## config.mk

```make
export PLATFORM = sky130hd
export DESIGN_NAME = nibble_feeder
export DESIGN_NICKNAME = d
export VERILOG_FILES = /design/src/rtl/acc_pkg.sv /design/src/rtl/nibble_fifo.sv /design/src/rtl/nibble_feeder.sv
export SDC_FILE = /design/constraint.sdc
export NUM_CORES = 1
export LEC_CHECK = 0
export BUFFER_PORTS_ARGS = -buffer_cell sky130_fd_sc_hd__buf_2
export CAP_MARGIN = 15
export CORE_ASPECT_RATIO = 1.25
export CORE_UTILIZATION = 56
export CTS_CLUSTER_DIAMETER = 60
export DETAILED_ROUTE_END_ITERATION = 10
export PLACE_DENSITY_LB_ADDON = 0.2
export SYNTH_ARGS = -nofsm -noshare
export SYNTH_HDL_FRONTEND = slang
export SYNTH_SLANG_ARGS = --single-unit
```

## constraint.sdc

```tcl
create_clock -name clk -period 4.5 [get_ports clk]
set_clock_uncertainty 0.1 [all_clocks]
set_input_delay 0.225 -clock clk [delete_from_list [all_inputs] [get_ports clk]]
set_output_delay 0.225 -clock clk [all_outputs]
set_load 0.05 [all_outputs]
```

## src/rtl/acc_pkg.sv

```systemverilog
// Shared widths and helpers for the nibble feeder and its downstream 5-bit accumulator.
// The per-cycle action is decoded once and then drives both the outputs and the state update.
package acc_pkg;

  localparam int NIB_W = 4;
  localparam int ACC_W = 5;
  localparam logic [ACC_W-1:0] ACC_MAX = 5'd31;

  typedef enum logic [1:0] {
    ACT_IDLE  = 2'd0,
    ACT_FEED  = 2'd1,
    ACT_CLOSE = 2'd2
  } action_e;

  // True when adding nib to shadow would exceed what the accumulator can hold.
  function automatic logic sum_overflows(input logic [ACC_W-1:0] shadow,
                                         input logic [NIB_W-1:0] nib);
    logic [ACC_W:0] total;
    total = {1'b0, shadow} + {{(ACC_W + 1 - NIB_W){1'b0}}, nib};
    return (total > {1'b0, ACC_MAX});
  endfunction

endpackage

```

## src/rtl/nibble_fifo.sv

```systemverilog
// Small synchronous FIFO for the incoming nibbles; no same-cycle pass-through.
// Pointers carry one extra wrap bit so full and empty are distinct.
module nibble_fifo
  import acc_pkg::*;
#(
  parameter int DEPTH = 4,
  parameter int WIDTH = NIB_W
) (
  input  logic             clk,
  input  logic             rst,
  input  logic             push,
  input  logic             pop,
  input  logic [WIDTH-1:0] din,
  output logic [WIDTH-1:0] dout,
  output logic             full,
  output logic             empty
);

  localparam int AW = $clog2(DEPTH);

  logic [WIDTH-1:0] mem_r [DEPTH];
  logic [AW:0]      wr_ptr_r;
  logic [AW:0]      rd_ptr_r;
  logic             do_push_s;
  logic             do_pop_s;

  assign empty     = (wr_ptr_r == rd_ptr_r);
  assign full      = (wr_ptr_r[AW] != rd_ptr_r[AW]) &&
                     (wr_ptr_r[AW-1:0] == rd_ptr_r[AW-1:0]);
  assign do_push_s = push && !full;
  assign do_pop_s  = pop && !empty;
  assign dout      = mem_r[rd_ptr_r[AW-1:0]];

  // Storage array; contents need no reset because the pointers gate visibility.
  always_ff @(posedge clk) begin
    if (do_push_s) begin
      mem_r[wr_ptr_r[AW-1:0]] <= din;
    end
  end

  // Read and write pointers.
  always_ff @(posedge clk) begin
    if (rst) begin
      wr_ptr_r <= {(AW + 1){1'b0}};
      rd_ptr_r <= {(AW + 1){1'b0}};
    end else begin
      if (do_push_s) begin
        wr_ptr_r <= wr_ptr_r + {{AW{1'b0}}, 1'b1};
      end
      if (do_pop_s) begin
        rd_ptr_r <= rd_ptr_r + {{AW{1'b0}}, 1'b1};
      end
    end
  end

endmodule

```

## src/rtl/nibble_feeder.sv

```systemverilog
// Feeds buffered nibbles into a downstream 5-bit accumulator, closing a batch on
// length, flush, or imminent overflow, and reporting each closed batch's total.
module nibble_feeder
  import acc_pkg::*;
#(
  parameter int BATCH = 8,
  parameter int DEPTH = 4
) (
  input  logic             clk,
  input  logic             rst,
  input  logic             s_valid,
  input  logic [NIB_W-1:0] s_data,
  output logic             s_ready,
  input  logic             flush,
  output logic [NIB_W-1:0] acc_in,
  output logic             acc_rst,
  output logic             batch_done,
  output logic [ACC_W-1:0] batch_sum,
  output logic [3:0]       batch_len
);

  localparam logic [3:0] BATCH_C = 4'(BATCH);

  logic [ACC_W-1:0] shadow_r;
  logic [3:0]       count_r;
  logic [NIB_W-1:0] head_s;
  logic             full_s;
  logic             empty_s;
  logic             push_s;
  logic             pop_s;
  logic             close_s;
  action_e          action_s;

  assign s_ready = !full_s && !rst;
  assign push_s  = s_valid && s_ready;
  assign pop_s   = (action_s == ACT_FEED);

  nibble_fifo #(
    .DEPTH (DEPTH),
    .WIDTH (NIB_W)
  ) u_fifo (
    .clk   (clk),
    .rst   (rst),
    .push  (push_s),
    .pop   (pop_s),
    .din   (s_data),
    .dout  (head_s),
    .full  (full_s),
    .empty (empty_s)
  );

  // Close conditions; a batch is never closed while empty since count is then 0.
  always_comb begin
    close_s = 1'b0;
    if (count_r == BATCH_C) begin
      close_s = 1'b1;
    end else if (flush && (count_r != 4'd0)) begin
      close_s = 1'b1;
    end else if (!empty_s && sum_overflows(shadow_r, head_s)) begin
      close_s = 1'b1;
    end else begin
      close_s = 1'b0;
    end
  end

  // Single action per cycle, CLOSE before FEED before IDLE.
  always_comb begin
    action_s = ACT_IDLE;
    if (rst) begin
      action_s = ACT_IDLE;
    end else if (close_s) begin
      action_s = ACT_CLOSE;
    end else if (!empty_s) begin
      action_s = ACT_FEED;
    end else begin
      action_s = ACT_IDLE;
    end
  end

  // Outputs depend only on registered state and rst, never on s_* inputs directly.
  always_comb begin
    acc_in     = {NIB_W{1'b0}};
    acc_rst    = 1'b0;
    batch_done = 1'b0;
    batch_sum  = {ACC_W{1'b0}};
    batch_len  = 4'd0;
    if (rst) begin
      acc_rst = 1'b1;
    end else begin
      case (action_s)
        ACT_CLOSE: begin
          acc_rst    = 1'b1;
          batch_done = 1'b1;
          batch_sum  = shadow_r;
          batch_len  = count_r;
        end
        ACT_FEED: begin
          acc_in = head_s;
        end
        default: begin
          acc_in = {NIB_W{1'b0}};
        end
      endcase
    end
  end

  // Shadow of the downstream accumulator plus the running batch length.
  always_ff @(posedge clk) begin
    if (rst) begin
      shadow_r <= {ACC_W{1'b0}};
      count_r  <= 4'd0;
    end else begin
      case (action_s)
        ACT_CLOSE: begin
          shadow_r <= {ACC_W{1'b0}};
          count_r  <= 4'd0;
        end
        ACT_FEED: begin
          shadow_r <= shadow_r + {{(ACC_W - NIB_W){1'b0}}, head_s};
          count_r  <= count_r + 4'd1;
        end
        default: begin
          shadow_r <= shadow_r;
          count_r  <= count_r;
        end
      endcase
    end
  end

endmodule

```

Yosys cells after proc, flatten, opt, wreduce, memory -nomap -nowiden
Memories as Yosys holds them, arrays and structs flattened. A register that Yosys moved wholly into a read port is not among the register bits.
Index checks and enable logic that the tools add are counted.
- bits in writable memories: 16
- word-level logic and storage cells: 50
- memories: 1
- register bits after elaboration: 15
- input bits: 8
- multiplexer cells: 21
- equality and inequality tests: 6
- magnitude comparators: 1
- reduce and logical (&&, ||, !) cells: 12
- $add $sub $neg: 5
- memories (memory ; depth ; width ; read ports ; clocked after memory_dff ; wr ports ; RTL line ; source):
    u_fifo.mem_r ; 4 ; 4 ; 1 ; 1 ; 1 ; nibble_fifo.sv:21 ; logic [WIDTH-1:0] mem_r [DEPTH];
- operators by type and width (kind ; count):
    2-to-1 mux 4 bit ; 4
    2-to-1 mux 5 bit ; 2
    case mux 5 bit (2 select lines) ; 1
    2-to-1 mux 1 bit ; 9
    2-to-1 mux 2 bit ; 4
    case mux 4 bit (2 select lines) ; 1
    logical AND 1 bit ; 7
    adder 3 x 1 -> 3 bit, second input constant ; 2
    adder 5 x 4 -> 6 bit ; 1
    > comparator 6 x 5 -> 1 bit, second input constant ; 1
    adder 5 x 4 -> 5 bit ; 1
    adder 4 x 1 -> 4 bit, second input constant ; 1
    == test 4 bit, second input constant ; 1
    nonzero test 4 bit ; 1
    == test 3 bit ; 1
    logical NOT 1 bit ; 3
    == test 2 x 1 -> 1 bit, second input constant ; 1
    == test 2 bit ; 1
    == test 2 bit, second input constant ; 1
    nonzero test 2 bit ; 1
    != test 1 bit ; 1

Longest topological paths before layout
- word-level depth: 12
- depth in mapped cells: 12

Cells and area by module
Synthesis repeated with hierarchy kept, for this count alone.
- cells, all modules: 187
- area total of the unflattened synthesis: 1946.9 um^2
- by module, submodules not included (module ; instances ; cells each ; area an instance (um^2)):
    nibble_fifo ; 1 ; 91 ; 1178.6
    nibble_feeder ; 1 ; 96 ; 768.2

Worst setup path before layout
OpenSTA, ideal clock, no wires.
- kind: reg2out
- from: reg (tool-made name)
- to: out batch_len[0]
- stages on the path, launching flop included: 11
- path slack: 1.000 ns
- data required time: 4.175 ns
- data arrival time: 3.175 ns
- buffers on the path: 1
- cell sequence: dfxtp_1 -> mux4_2 -> ha_1 -> a21oi_1 -> o22ai_1 -> nand2b_1 -> a21oi_1 -> ha_1 -> nor2b_1 -> clkbuf_1 -> and2_1
- RTL lines (item ; RTL line ; source):
    end, declared ; nibble_feeder.sv:19 ; output logic [3:0] batch_len

==> flow_metrics.py <==
metrics = {
    "cells_and_area": {
        "fillerInstances": 227,
        "diodes": 0,
        "finalNonFillerCells": 231,
        "area_growth_pct": 13.66,
        "utilization": 0.6759,
        "drive_above_1_share": 0.2154,
        "nNetsFinal": 216,
    },
    "global_routing": {
        "track_usage": 0.2119,
        "gr-total-overflow": 0,
        "antenna_found_initial": 0,
        "grt_first_pass_wirelength_um": 5250,
        "grt_pass1_vias": 1199,
        "grt_max_degree": 25,
    },
    "synthesis": {
        "synthTopCellsByArea": "edfxtp_1 (27%), dfxtp_1 (19%), ha_1 (9.2%)",
        "post-synth-top-area-cell": "edfxtp_1",
        "synth_warnings": 0,
        "yosys_most_used_dff": "dfxtp_1",
        "synth_nets": 187,
        "synth.ff_latch_count": 33,
        "synth_enable_flop_cells": 16,
        "yosysTopAreaCellShare": 0.2718,
        "synthCells": 165,
        "async_reset_ff_frac": 0,
        "yosysSeqAreaShare": 0.4643,
        "ys_types": 36,
        "avgSynthCellArea_sq_um": 10.71,
        "synth_area_sq_mm": 0.001768,
    },
    "timing": {
        "setup_ws_ps": 783.5,
        "finalCritPeriodShare": 0.8259,
        "slew_headroom": 0.6866,
        "rsz0062_at_grt": "no",
        "setup_viol": 0,
        "max_freq_mhz": 269.1,
        "worst_pin_slew_ps": 469.2,
        "final_max_slew_viol_count": 0,
        "tns_ps": 0,
        "hold_viol_final": 0,
        "period_needed_ps": 3716,
    },
    "worst_setup_path": {
        "cp_slowest_cell": "mux4_2",
        "path_class": "reg -> out",
        "arrival_ps": 3390,
        "cp_max_fo": 10,
        "critPathLaunchType": "flop",
        "ff2ff_path_depth": 9,
        "critPathBufInv": 1,
        "cp.required_ps": 4180,
        "worst-path-stages": 10,
        "path_delay_family": "simple AND/OR/NAND/NOR gates",
        "cpPeakStageDelay_ps": 550,
        "crit_chain": "mux4_2, ha_1, a21oi_1, o22ai_1, nand2b_1, a21oi_1, ha_1, nor2b_1, and2_1, buf_2",
        "endpoint_kind": "primary output",
    },
    "power_and_ir_drop": {
        "power_density_mw_per_mm2": 302.4,
        "max-vdd-ir-drop_v": 0.0003212,
        "p_leak_uw": 0.0008156,
    },
    "floorplan": {
        "rows": 22,
        "die_width_um": 52.26,
        "core_area_sq_mm": 0.002973,
        "die_h_um": 64.82,
        "io_pins": 24,
        "start_util": 0.5947,
        "dieArea_sq_mm": 0.003387,
    },
    "cts": {
        "postCtsSetupRepairBufs": 0,
        "cts_resized": 0,
        "cts_sinks": 33,
        "clk_pin_slew_ps": 100,
        "cts.path.max_buffers": 2,
        "cts_root_buf": "clkbuf_4",
        "worstSkewPairLatency_ps": 320,
        "cts_tree": "yes",
        "numCtsBuffers": 5,
        "cts_max_level": 2,
    },
    "status": {
        "status": "finished clean",
    },
    "detailed_routing": {
        "via_per_inst": 5.502,
        "drc": 0,
        "drtPass1Iterations": 4,
        "ant_nets": 0,
        "first_iter_violations": 34,
        "detail_route.wl_per_cell_um": 13.18,
        "num_vias": 1271,
        "totalWireLength_um": 3044,
    },
    "place": {
        "place_ws_ps": 960.3,
        "place_hpwl_um": 2297,
        "io_buffer_count": 23,
        "dpl.cell_count": 219,
        "place.gp.congestion": 0.8205,
    },
    "min_path": {
        "hold_depth": 4,
        "hp-class": "in -> reg",
    },
    "flow_run": {
        "drv_cap": 0,
    },
}
==> metrics by stage <==
stage | hold WS [ps] | power (uW) | area (sq um)
2_1_floorplan | 223.9 | 424.9 | 1768
3_3_place_gp | 336.6 | 445.5 | 1909
3_5_place_dp | 343.2 | 451.1 | 1909
4_1_cts | 1.326 | 612.0 | 1969
5_1_grt | 192.9 | 642.3 | 2009
6_report | 191.6 | 607.6 | 2009
==> per-layer routing <==
metal,vias up,routed length [um],track usage,share of wire
met1,596,1310,0.2543,0.43
met5,-,0,0,0
met4,0,48,0.07895,0.016
met3,5,120,0.04225,0.039
met2,35,1565,0.3670,0.51
li1,635,-,-,-
==> path summary, 6_finish.rpt <==
path	slack [ps]	from	endpoint
worst max-delay path	780	flop	batch_sum[1]
worst min-delay path	190	s_valid	u_fifo.wr_ptr_r[0]$_SDFFE_PP0P_
worst max register to register	910	flop	count_r[2]$_SDFFE_PP0P_
worst min register to register	440	count_r[2]$_SDFFE_PP0P_	count_r[2]$_SDFFE_PP0P_
==> worst reg2reg max path: stages, from the launching register on <==
cell      delay [ps]
dfxtp_1          460
mux4_2           550
ha_1             360
a21oi_1          160
o22ai_1          140
or3_1            370
ha_1             480
nand2b_1         270
or3b_2           490
a21oi_1          140
==> Yosys cell counts (all sizes together), types with 3 or more instances <==
| cell type | n |
|---|---|
| a21oi | 9 |
| clkbuf | 5 |
| xor2 | 6 |
| and2 | 12 |
| mux2i | 3 |
| nand2 | 8 |
| nor2 | 19 |
| and3 | 4 |
| edfxtp | 16 |
| nor3 | 6 |
| ha | 13 |
| mux4 | 4 |
| nand2b | 5 |
| dfxtp | 17 |
| inv | 9 |
| nor2b | 5 |
==> placed cells by master (no fill, tap or decap), types with 2 or more instances in the layout <==
cell            n
nand2b_1        5
or3_1           2
nand3_1         2
clkinvlp_4      3
and2_1         12
xnor2_1         2
clkbuf_4        5
buf_2          23
nor2b_1         5
xor2_1          4
o21ai_0         2
mux2i_1         3
xor2_2          2
ha_1           13
nor3_1          6
nand2_1         8
a21oi_1         9
inv_1           9
dfxtp_1        17
edfxtp_1       16
and3_1          4
nor2_1         18
mux4_2          4
a21o_1          2
o311ai_1        2
dlygate4sd3_1   4
==> state kept, by name (all words and copies together) (netlist names), named ones only <==
name / count
count_r: 4
shadow_r: 5
u_fifo.mem_r: 16
u_fifo.rd_ptr_r: 3
u_fifo.wr_ptr_r: 3
==> cells by family (layout without fill, tap and decap cells) <==
group,Yosys count,in the layout,synth area share
AOI/OAI and AO/OA,23,23,0.09342
xor gates and xnor gates,8,8,0.04812
adders and majority gates,14,14,0.1033
buffers and inverters,14,44,0.02972
DFF,33,33,0.4643
muxes,7,7,0.06794
and+or+nand+nor,66,66,0.1932
==> layout make-up <==
| class | count | area (sq um) | area share |
|---|---|---|---|
| Clock buffer | 5 | 37.54 | 0.01868 |
| Clock inverter | 3 | 22.52 | 0.01121 |
| Inverter | 9 | 33.78 | 0.01681 |
| Multi-Input combinational cell | 118 | 894.6 | 0.4452 |
| Sequential cell | 33 | 820.8 | 0.4085 |
| Tap cell | 36 | 45.04 | 0.02242 |
| Timing Repair Buffer | 27 | 155.1 | 0.07721 |
==> power breakdown <==
part           total, uW  internal, uW  switching (uW)
Clock                161          60.4             101
Sequential           336           325            10.4
Combinational        111          43.0            67.7
==> what timing repair did <==
action / 4_1_cts / 5_1_grt
hold endpoints to repair: 0 / 11
endpoints found under the setup margin: 0 / 0
hold buffers: 0 / 4
Power figures use the tool's default switching activity.
